===== config.mk =====
export PLATFORM = sky130hd
export DESIGN_NAME = tick_serializer_flat
export DESIGN_NICKNAME = d
export VERILOG_FILES = /design/src/rtl/tick_serializer_if.sv /design/src/rtl/tick_serializer.sv /design/src/flat_wrapper.sv
export SDC_FILE = /design/constraint.sdc
export NUM_CORES = 1
export LEC_CHECK = 0
export BUFFER_PORTS_ARGS = -buffer_cell sky130_fd_sc_hd__buf_2
export CORE_MARGIN = 1.5
export CORE_UTILIZATION = 40
export DETAILED_ROUTE_END_ITERATION = 16
export PLACE_DENSITY = 0.59
export SLEW_MARGIN = 5
export SYNTH_ARGS = -nofsm -noshare
export SYNTH_HDL_FRONTEND = slang
export SYNTH_SLANG_ARGS = --single-unit
export TNS_END_PERCENT = 50

===== constraint.sdc =====
create_clock -name sys_clk -period 2.75 [get_ports sys_clk]
set_input_delay 0.1375 -clock sys_clk [delete_from_list [all_inputs] [get_ports sys_clk]]
set_output_delay 0.1375 -clock sys_clk [all_outputs]
set_load 0.01 [all_outputs]

===== src/rtl/tick_serializer_if.sv =====
// tick_serializer_if -- parallel word handshake into the tick serializer.
//
// Signals:
//   tx_data   word to send, sampled by the slave only on accept
//   tx_valid  master has a word available
//   tx_ready  slave can take a word this cycle
//
// Modports:
//   master  the word source (drives tx_data/tx_valid, observes tx_ready)
//   slave   the serializer   (observes tx_data/tx_valid, drives tx_ready)
interface tick_serializer_if #(
  parameter int DATA_W = 8
);
  logic [DATA_W-1:0] tx_data;
  logic              tx_valid;
  logic              tx_ready;

  modport master (
    output tx_data,
    output tx_valid,
    input  tx_ready
  );

  modport slave (
    input  tx_data,
    input  tx_valid,
    output tx_ready
  );
endinterface


===== src/rtl/tick_serializer.sv =====
// tick_serializer -- async-serial frame transmitter paced by a clock-enable
// strobe from the upstream divider (no derived clocks).
//
// Frame on tx_out: start (0), DATA_W data bits LSB first, optional parity,
// stop (1). Every bit lasts exactly TICKS_PER_BIT clk_flag strobes.
//
// Ports:
//   sys_clk   system clock, rising edge
//   sys_rst   asynchronous reset, active-high
//   clk_flag  one-cycle enable strobe from the divider
//   bus       word handshake (slave side): tx_data, tx_valid, tx_ready
//   tx_out    serial line, idles high
//   tx_busy   frame in progress
//   tx_done   one-cycle pulse when the stop bit ends
module tick_serializer #(
  parameter int DATA_W        = 8,
  parameter int TICKS_PER_BIT = 16,
  parameter int PARITY_EN     = 0,
  parameter int PARITY_ODD    = 0
) (
  input  logic                   sys_clk,
  input  logic                   sys_rst,
  input  logic                   clk_flag,
  tick_serializer_if.slave       bus,
  output logic                   tx_out,
  output logic                   tx_busy,
  output logic                   tx_done
);

  localparam int TICK_W = (TICKS_PER_BIT > 1) ? $clog2(TICKS_PER_BIT) : 1;
  localparam int BIT_W  = $clog2(DATA_W);
  localparam logic [TICK_W-1:0] TICK_LAST = TICK_W'(TICKS_PER_BIT - 1);
  localparam logic [BIT_W-1:0]  BIT_LAST  = BIT_W'(DATA_W - 1);

  typedef enum logic [2:0] {
    IDLE,
    START,
    DATA,
    PARITY,
    STOP
  } state_t;

  state_t              state_reg,    state_next;
  logic [TICK_W-1:0]   tick_cnt_reg, tick_cnt_next;
  logic [BIT_W-1:0]    bit_cnt_reg,  bit_cnt_next;
  logic [DATA_W-1:0]   shift_reg,    shift_next;
  logic                parity_reg,   parity_next;
  logic                tx_out_reg,   tx_out_next;
  logic                tx_ready_reg, tx_ready_next;
  logic                tx_busy_reg,  tx_busy_next;
  logic                tx_done_reg,  tx_done_next;

  // Parity of the incoming word as an XOR chain; seeding the chain with 1
  // turns even parity into odd parity.
  logic [DATA_W:0] par_chain;
  assign par_chain[0] = (PARITY_ODD != 0);

  genvar gi;
  generate
    for (gi = 0; gi < DATA_W; gi++) begin : g_parity
      assign par_chain[gi+1] = par_chain[gi] ^ bus.tx_data[gi];
    end
  endgenerate

  // The current bit ends on the strobe that carries the last tick.
  logic bit_end;
  assign bit_end = clk_flag && (tick_cnt_reg == TICK_LAST);

  always_ff @(posedge sys_clk or posedge sys_rst) begin
    if (sys_rst) begin
      state_reg    <= IDLE;
      tick_cnt_reg <= '0;
      bit_cnt_reg  <= '0;
      shift_reg    <= '0;
      parity_reg   <= 1'b0;
      tx_out_reg   <= 1'b1;
      tx_ready_reg <= 1'b1;
      tx_busy_reg  <= 1'b0;
      tx_done_reg  <= 1'b0;
    end else begin
      state_reg    <= state_next;
      tick_cnt_reg <= tick_cnt_next;
      bit_cnt_reg  <= bit_cnt_next;
      shift_reg    <= shift_next;
      parity_reg   <= parity_next;
      tx_out_reg   <= tx_out_next;
      tx_ready_reg <= tx_ready_next;
      tx_busy_reg  <= tx_busy_next;
      tx_done_reg  <= tx_done_next;
    end
  end

  always_comb begin
    // Without a strobe everything holds, so the defaults are "keep".
    state_next    = state_reg;
    tick_cnt_next = tick_cnt_reg;
    bit_cnt_next  = bit_cnt_reg;
    shift_next    = shift_reg;
    parity_next   = parity_reg;
    tx_out_next   = tx_out_reg;
    tx_ready_next = tx_ready_reg;
    tx_busy_next  = tx_busy_reg;
    tx_done_next  = 1'b0;

    // Ticks only advance inside a frame; a strobe on the accept cycle is
    // therefore not counted.
    if (state_reg != IDLE && clk_flag) begin
      tick_cnt_next = bit_end ? '0 : tick_cnt_reg + 1'b1;
    end

    // tx_out is registered, so each branch loads the level of the bit that
    // starts on the following cycle.
    case (state_reg)
      IDLE: begin
        if (bus.tx_valid && tx_ready_reg) begin
          shift_next    = bus.tx_data;
          parity_next   = par_chain[DATA_W];
          tick_cnt_next = '0;
          bit_cnt_next  = '0;
          state_next    = START;
          tx_out_next   = 1'b0;
          tx_busy_next  = 1'b1;
          tx_ready_next = 1'b0;
        end
      end
      START: begin
        if (bit_end) begin
          state_next  = DATA;
          tx_out_next = shift_reg[0];
        end
      end
      DATA: begin
        if (bit_end) begin
          shift_next = shift_reg >> 1;
          if (bit_cnt_reg == BIT_LAST) begin
            if (PARITY_EN != 0) begin
              state_next  = PARITY;
              tx_out_next = parity_reg;
            end else begin
              state_next  = STOP;
              tx_out_next = 1'b1;
            end
          end else begin
            bit_cnt_next = bit_cnt_reg + 1'b1;
            tx_out_next  = shift_reg[1];
          end
        end
      end
      PARITY: begin
        if (bit_end) begin
          state_next  = STOP;
          tx_out_next = 1'b1;
        end
      end
      STOP: begin
        if (bit_end) begin
          state_next    = IDLE;
          tx_out_next   = 1'b1;
          tx_busy_next  = 1'b0;
          tx_ready_next = 1'b1;
          tx_done_next  = 1'b1;
        end
      end
      default: begin
        state_next = IDLE;
      end
    endcase
  end

  assign bus.tx_ready = tx_ready_reg;
  assign tx_out       = tx_out_reg;
  assign tx_busy      = tx_busy_reg;
  assign tx_done      = tx_done_reg;

endmodule


===== src/flat_wrapper.sv =====
// flat-port wrapper written by rule: the top's interface ports become plain ports
module tick_serializer_flat 
#(
  parameter int DATA_W        = 8,
  parameter int TICKS_PER_BIT = 16,
  parameter int PARITY_EN     = 0,
  parameter int PARITY_ODD    = 0
)
  (sys_clk, sys_rst, clk_flag, tx_out, tx_busy, tx_done, bus_tx_data, bus_tx_valid, bus_tx_ready);
  tick_serializer_if #(.DATA_W(DATA_W)) bus_i ();
  input  logic sys_clk;
  input  logic sys_rst;
  input  logic clk_flag;
  output logic tx_out;
  output logic tx_busy;
  output logic tx_done;
  input wire logic [$bits(bus_i.tx_data)-1:0] bus_tx_data;
  input wire logic [$bits(bus_i.tx_valid)-1:0] bus_tx_valid;
  output wire logic [$bits(bus_i.tx_ready)-1:0] bus_tx_ready;
  assign bus_i.tx_data = bus_tx_data;
  assign bus_i.tx_valid = bus_tx_valid;
  assign bus_tx_ready = bus_i.tx_ready;
  tick_serializer #(.DATA_W(DATA_W), .TICKS_PER_BIT(TICKS_PER_BIT), .PARITY_EN(PARITY_EN), .PARITY_ODD(PARITY_ODD)) u_core (.sys_clk(sys_clk), .sys_rst(sys_rst), .clk_flag(clk_flag), .bus(bus_i), .tx_out(tx_out), .tx_busy(tx_busy), .tx_done(tx_done));
endmodule

# [Word-level counts from Yosys, hierarchy flattened]
# Index checks and enable logic that the tools add are counted.
[op_classes] multipliers=0 reduce_logical=14 shift=0 order_cmp=0 n_eq_ne=14 n_bitwise=0 muxes=30 addsub=2 n_div=0
[ops] operator="$mux 3" count=9
[ops] operator="$mux 4" count=4
[ops] operator="$mux 8" count=2
[ops] operator="$pmux 8 s2" count=1
[ops] operator="$pmux 3 s5" count=1
[ops] operator="$ne 2x1->1 const B" count=7
[ops] operator="$mux 1" count=9
[ops] operator="$eq 3x2->1 const B" count=2
[ops] operator="$eq 3x3->1 const B" count=2
[ops] operator="$pmux 3 s2" count=1
[ops] operator="$reduce_and 3->1" count=2
[ops] operator="$reduce_and 6->1" count=1
[ops] operator="$reduce_and 5->1" count=1
[ops] operator="$add 4x1->4 const B" count=1
[ops] operator="$eq 4x4->1 const B" count=1
[ops] operator="$pmux 1 s2" count=2
[ops] operator="$pmux 1 s4" count=1
[ops] operator="$reduce_and 4->1" count=1
[ops] operator="$reduce_bool 2->1" count=2
[ops] operator="$reduce_bool 4->1" count=1
[ops] operator="$add 3x1->3 const B" count=1
[ops] operator="$eq 3x1->1 const B" count=1
[ops] operator="$logic_and 1x1->1" count=3
[ops] operator="$logic_not 3->1" count=1
[ops] operator="3 further kinds" count=3
[totals] out_inout_bits=4 ff_bits=22 memories=0 latchBits=0 word_cells=68 romBits=0 ram_bits=0

# [Longest topological paths before layout]
[depth] depth_word=6 depth_mapped=5 depth_no_buf=5

# [Worst setup path before layout]
# No wires, ideal clock.
[synth_path] path_type="register to register" start="register u_core.tick_cnt_reg[0]" end="register u_core.shift_reg[1]" arrival_time_ns=1.468 n_path_buf=1 setup_ns=0.123 required_ns=2.627 synth_period_minus_slack_ns=1.590 path_slack_ns=1.160 path_stages_with_launch=6 path_cell_list="dfrtp_1 > ha_1 > nand4_1 > or2_0 > buf_2 > o221a_1"
[synth_between] elab_chain_cells=4
[synth_rtl] item="start: declaration" line="tick_serializer.sv:44" rtl="logic [TICK_W-1:0] tick_cnt_reg, tick_cnt_next;"
[synth_rtl] item="start signal: assignment" line="tick_serializer.sv:82" rtl="tick_cnt_reg <= tick_cnt_next;"
[synth_rtl] item="$eq 4x4->1" line="tick_serializer.sv:67" rtl="assign bit_end = clk_flag && (tick_cnt_reg == TICK_LAST);"
[synth_rtl] item="$logic_and 1x1->1" line="tick_serializer.sv:67"
[synth_rtl] item="$ne 2x1->1 (no line)"
[synth_rtl] item="$reduce_and 3->1 (no line)"
[synth_rtl] item="end signal: assignment" line="tick_serializer.sv:84" rtl="shift_reg <= shift_next;"
[synth_rtl] item="end: declaration" line="tick_serializer.sv:46" rtl="logic [DATA_W-1:0] shift_reg, shift_next;"
# Every way passes these cells.
# A chain may end at the register's enable or synchronous reset.

# [Worst setup path in the final report]
[layout_path] start="register u_core.state_reg[2]" end="register u_core.shift_reg[3]"
[layout_between] elab_chain_cells=3 word_cells_on_any_way=7
[layout_rtl] item="start: declaration" line="tick_serializer.sv:43" rtl="state_t state_reg, state_next;"
[layout_rtl] item="start signal: assignment" line="tick_serializer.sv:81" rtl="state_reg <= state_next;"
[layout_rtl] item="$eq 3x2->1 or $logic_not 3->1 (tied branches)" line="tick_serializer.sv:113" rtl="case (state_reg)"
[layout_rtl] item="$ne 2x1->1 (no line) or $reduce_bool 2->1 (tied branches)"
[layout_rtl] item="$reduce_and 3->1 (no line)"
# Several ways; a longest one is shown, not always the timed one.

==> summary.md <==
| Metric | Value |
|---|---|
| WS Path Type | flop to flop |
| Setup Viol. Count Final | 0 |
| CTS buffer count | 3 |
| H-Tree Depth | 1 |
| Wire per inst | 15.1 um |
| Yosys top cell area share | 0.450 |
| Clock Latency Late Sink | 0.31 ns |
| Die Y | 55.7 um |
| Commonest non-fill, non-tap cell in the layout | dfrtp_1 |
| Measured slew at the worst slew-check pin | 0.834 ns |
| Sequential area share after synthesis | 0.497 |
| First-pass GRT wire length | 3840 um |
| Hold Worst Slack | -0.0332 ns |
| Synthesized area | 0.00111 sq mm |
| Dominant cell type by area after synthesis | dfrtp_1 |
| Post-synth EDFFs | 0 |
| Failing checks | hold timing |
| Port buffer count | 15 |
| Worst path slowest cell | dfrtp_1 |
| Worst EP arrival | 2.11 ns |
| Main flop type after synthesis | dfrtp_1 |
| CTS tree | yes |
| TritonCTS Sinks | 22 |
| Largest cells by area after synthesis | dfrtp_1, o221a_1, dfstp_2 |
| Fmax | 0.527 GHz |
| WL met3 | 113 um |
| Post-CTS Setup Inserts | 0 |
| PwrDens | 425 mW/mm^2 |
| Final WL | 2140 um |
| Setup crit start kind | flop |
| Root buf cell | clkbuf_4 |
| Yosys reg bits | 22 |
| Routability cong. | 0.747 |
| Async SR Flop Fraction | 1.00 |
| Num rows | 18 |
| Vias in the first global route | 826 |
| Min cycle time layout | 1.90 ns |
| Leak | 0.000568 uW |
| Post-synthesis cell count | 99 |
| # diodes | 0 |
| Residual overflow from global routing | 0 |
| Drt pass-1 iters | 4 |
| RSZ-0062 raised after global routing | false |
| Area growth from synthesis to final layout | 9.67% |
| Synth Area per Inst | 11.2 sq um |
| Wl on met1 | 1030 um |
| Clk slew on worst S/H paths | 0.13 ns |
| Hold crit path type | input port to asynchronous set/reset pin |
| Setup TNS | 0 ns |
| Post-DP HPWL | 1460 um |
| Top layer in use | met4 |
| Post-Syn Nets | 114 |
| GRT Util Overall | 0.153 |
| Met2 Wirelength | 987 um |
| Required @ worst endpoint | 2.96 ns |
| Max Clock Skew | 0.00860 ns |
| Post-CTS Resized | 0 |
| Crit Path Max Fanout | 25 |
| Starting density of the core | 0.437 |
| Total power | 518 uW |
| Initial antenna violation count | 0 |
| Setup crit end kind | flop |
| Final ANT Viol Nets | 0 |
| Largest net degree at the start of global routing | 26 |
| Max reg flops | 8 |
| VDD IR max | 0.284 mV |
| Max-slew violation count | 0 |
| Final nets | 128 |
| Crit path largest cell delay | 0.66 ns |
| Most frequent cells in the layout | dfrtp_1, buf_2, inv_1, or3_1, o221a_1 |
| Vias | 838 |
| Synth warn | 0 |
| CTS Buffer Depth | 2 |
| Final Cycle Share | 0.691 |
| CTS Hold Bufs | 0 |
| Hold Violations, Final | 20 |
| DRC errors left | 0 |
| Netlist cell types | 34 |
| MaxCap Viol Count | 0 |
| Status | finished, violations left |
| Boundary Pins | 16 |
| Core ar. | 0.00254 sq mm |
| Layout Utilization | 0.479 |
| Die width | 55.7 um |
| CP cell instances | or3b_4, or2_0, o221a_1 |
| Via density per instance | 5.90 |
| Iteration-0 DRC Markers | 29 |
| Die area | 0.00311 sq mm |
| Share of cells above drive strength 1 | 0.223 |
| Relative slew slack | 0.443 |
==> synth_stat cells, types with 3 or more instances <==
cell	count
ha_1	3
a21oi_1	5
or3_1	7
buf_2	3
dfrtp_1	20
nand2_1	4
o21ai_1	4
o221a_1	7
nor2_1	4
mux2i_1	4
inv_1	7
o21ai_0	3
==> per-layer routing <==
metal  track usage  vias to the layer above
li1              -                      405
met3        0.0535                        2
met1         0.195                      414
met4        0.0314                        0
met2         0.250                       17
met5             0                        -
==> path summary, 6_finish.rpt <==
check                      cells past startpoint  slack (ns)             startpoint                     to
max                                            3        0.85    u_core.state_reg[2]    u_core.shift_reg[3]
min                                            2       -0.03                sys_rst    u_core.shift_reg[6]
max reg2reg                                    3        0.85    u_core.state_reg[2]    u_core.shift_reg[3]
min reg2reg                                    1        0.49  u_core.bit_cnt_reg[0]  u_core.bit_cnt_reg[0]
max in group asynchronous                      2        2.26                sys_rst    u_core.state_reg[2]
min in group sys_clk                           2        0.04         bus_tx_data[7]    u_core.shift_reg[7]
==> worst max-delay path, delay by kind of cell, from the launching register on <==
family             cells  cell delay, ns
and+or+nand+nor        2            0.84
DFF                    1            0.66
AOI/OAI and AO/OA      1            0.30
==> cells by family (layout without fill, tap and decap cells) <==
family / Yosys count / after routing / share of synthesized area
AO/OA/AOI/OAI: 33 / 33 / 0.237
AND/OR/NAND/NOR: 24 / 24 / 0.135
flip-flops: 22 / 22 / 0.497
buffers and inverters: 13 / 26 / 0.0607
multiplexers: 4 / 4 / 0.0360
adder cells (fa/ha/maj): 3 / 3 / 0.0337
==> power breakdown <==
group	internal, uW	switching [uW]
clock network	80.8	99.4
logic	5.66	8.98
registers	324	0
==> metrics by stage <==
step	std cells	setup WS (ns)	instance area, sq um
6_report	142	0.851	1220
5_1_grt	142	0.679	1220
4_1_cts	142	0.848	1220
3_5_place_dp	138	0.862	1180
3_3_place_gp	138	0.913	1180
2_1_floorplan	99	1.16	1110
==> area by class of cell <==
class / count / area [sq um]
Clock buffer: 4 / 36.3
Fill cell: 233 / 1330
Inverter: 7 / 26.3
Multi-Input combinational cell: 64 / 492
Sequential cell: 22 / 553
Tap cell: 30 / 37.5
Timing Repair Buffer: 15 / 75.1
(Power assumes the default switching activity.)
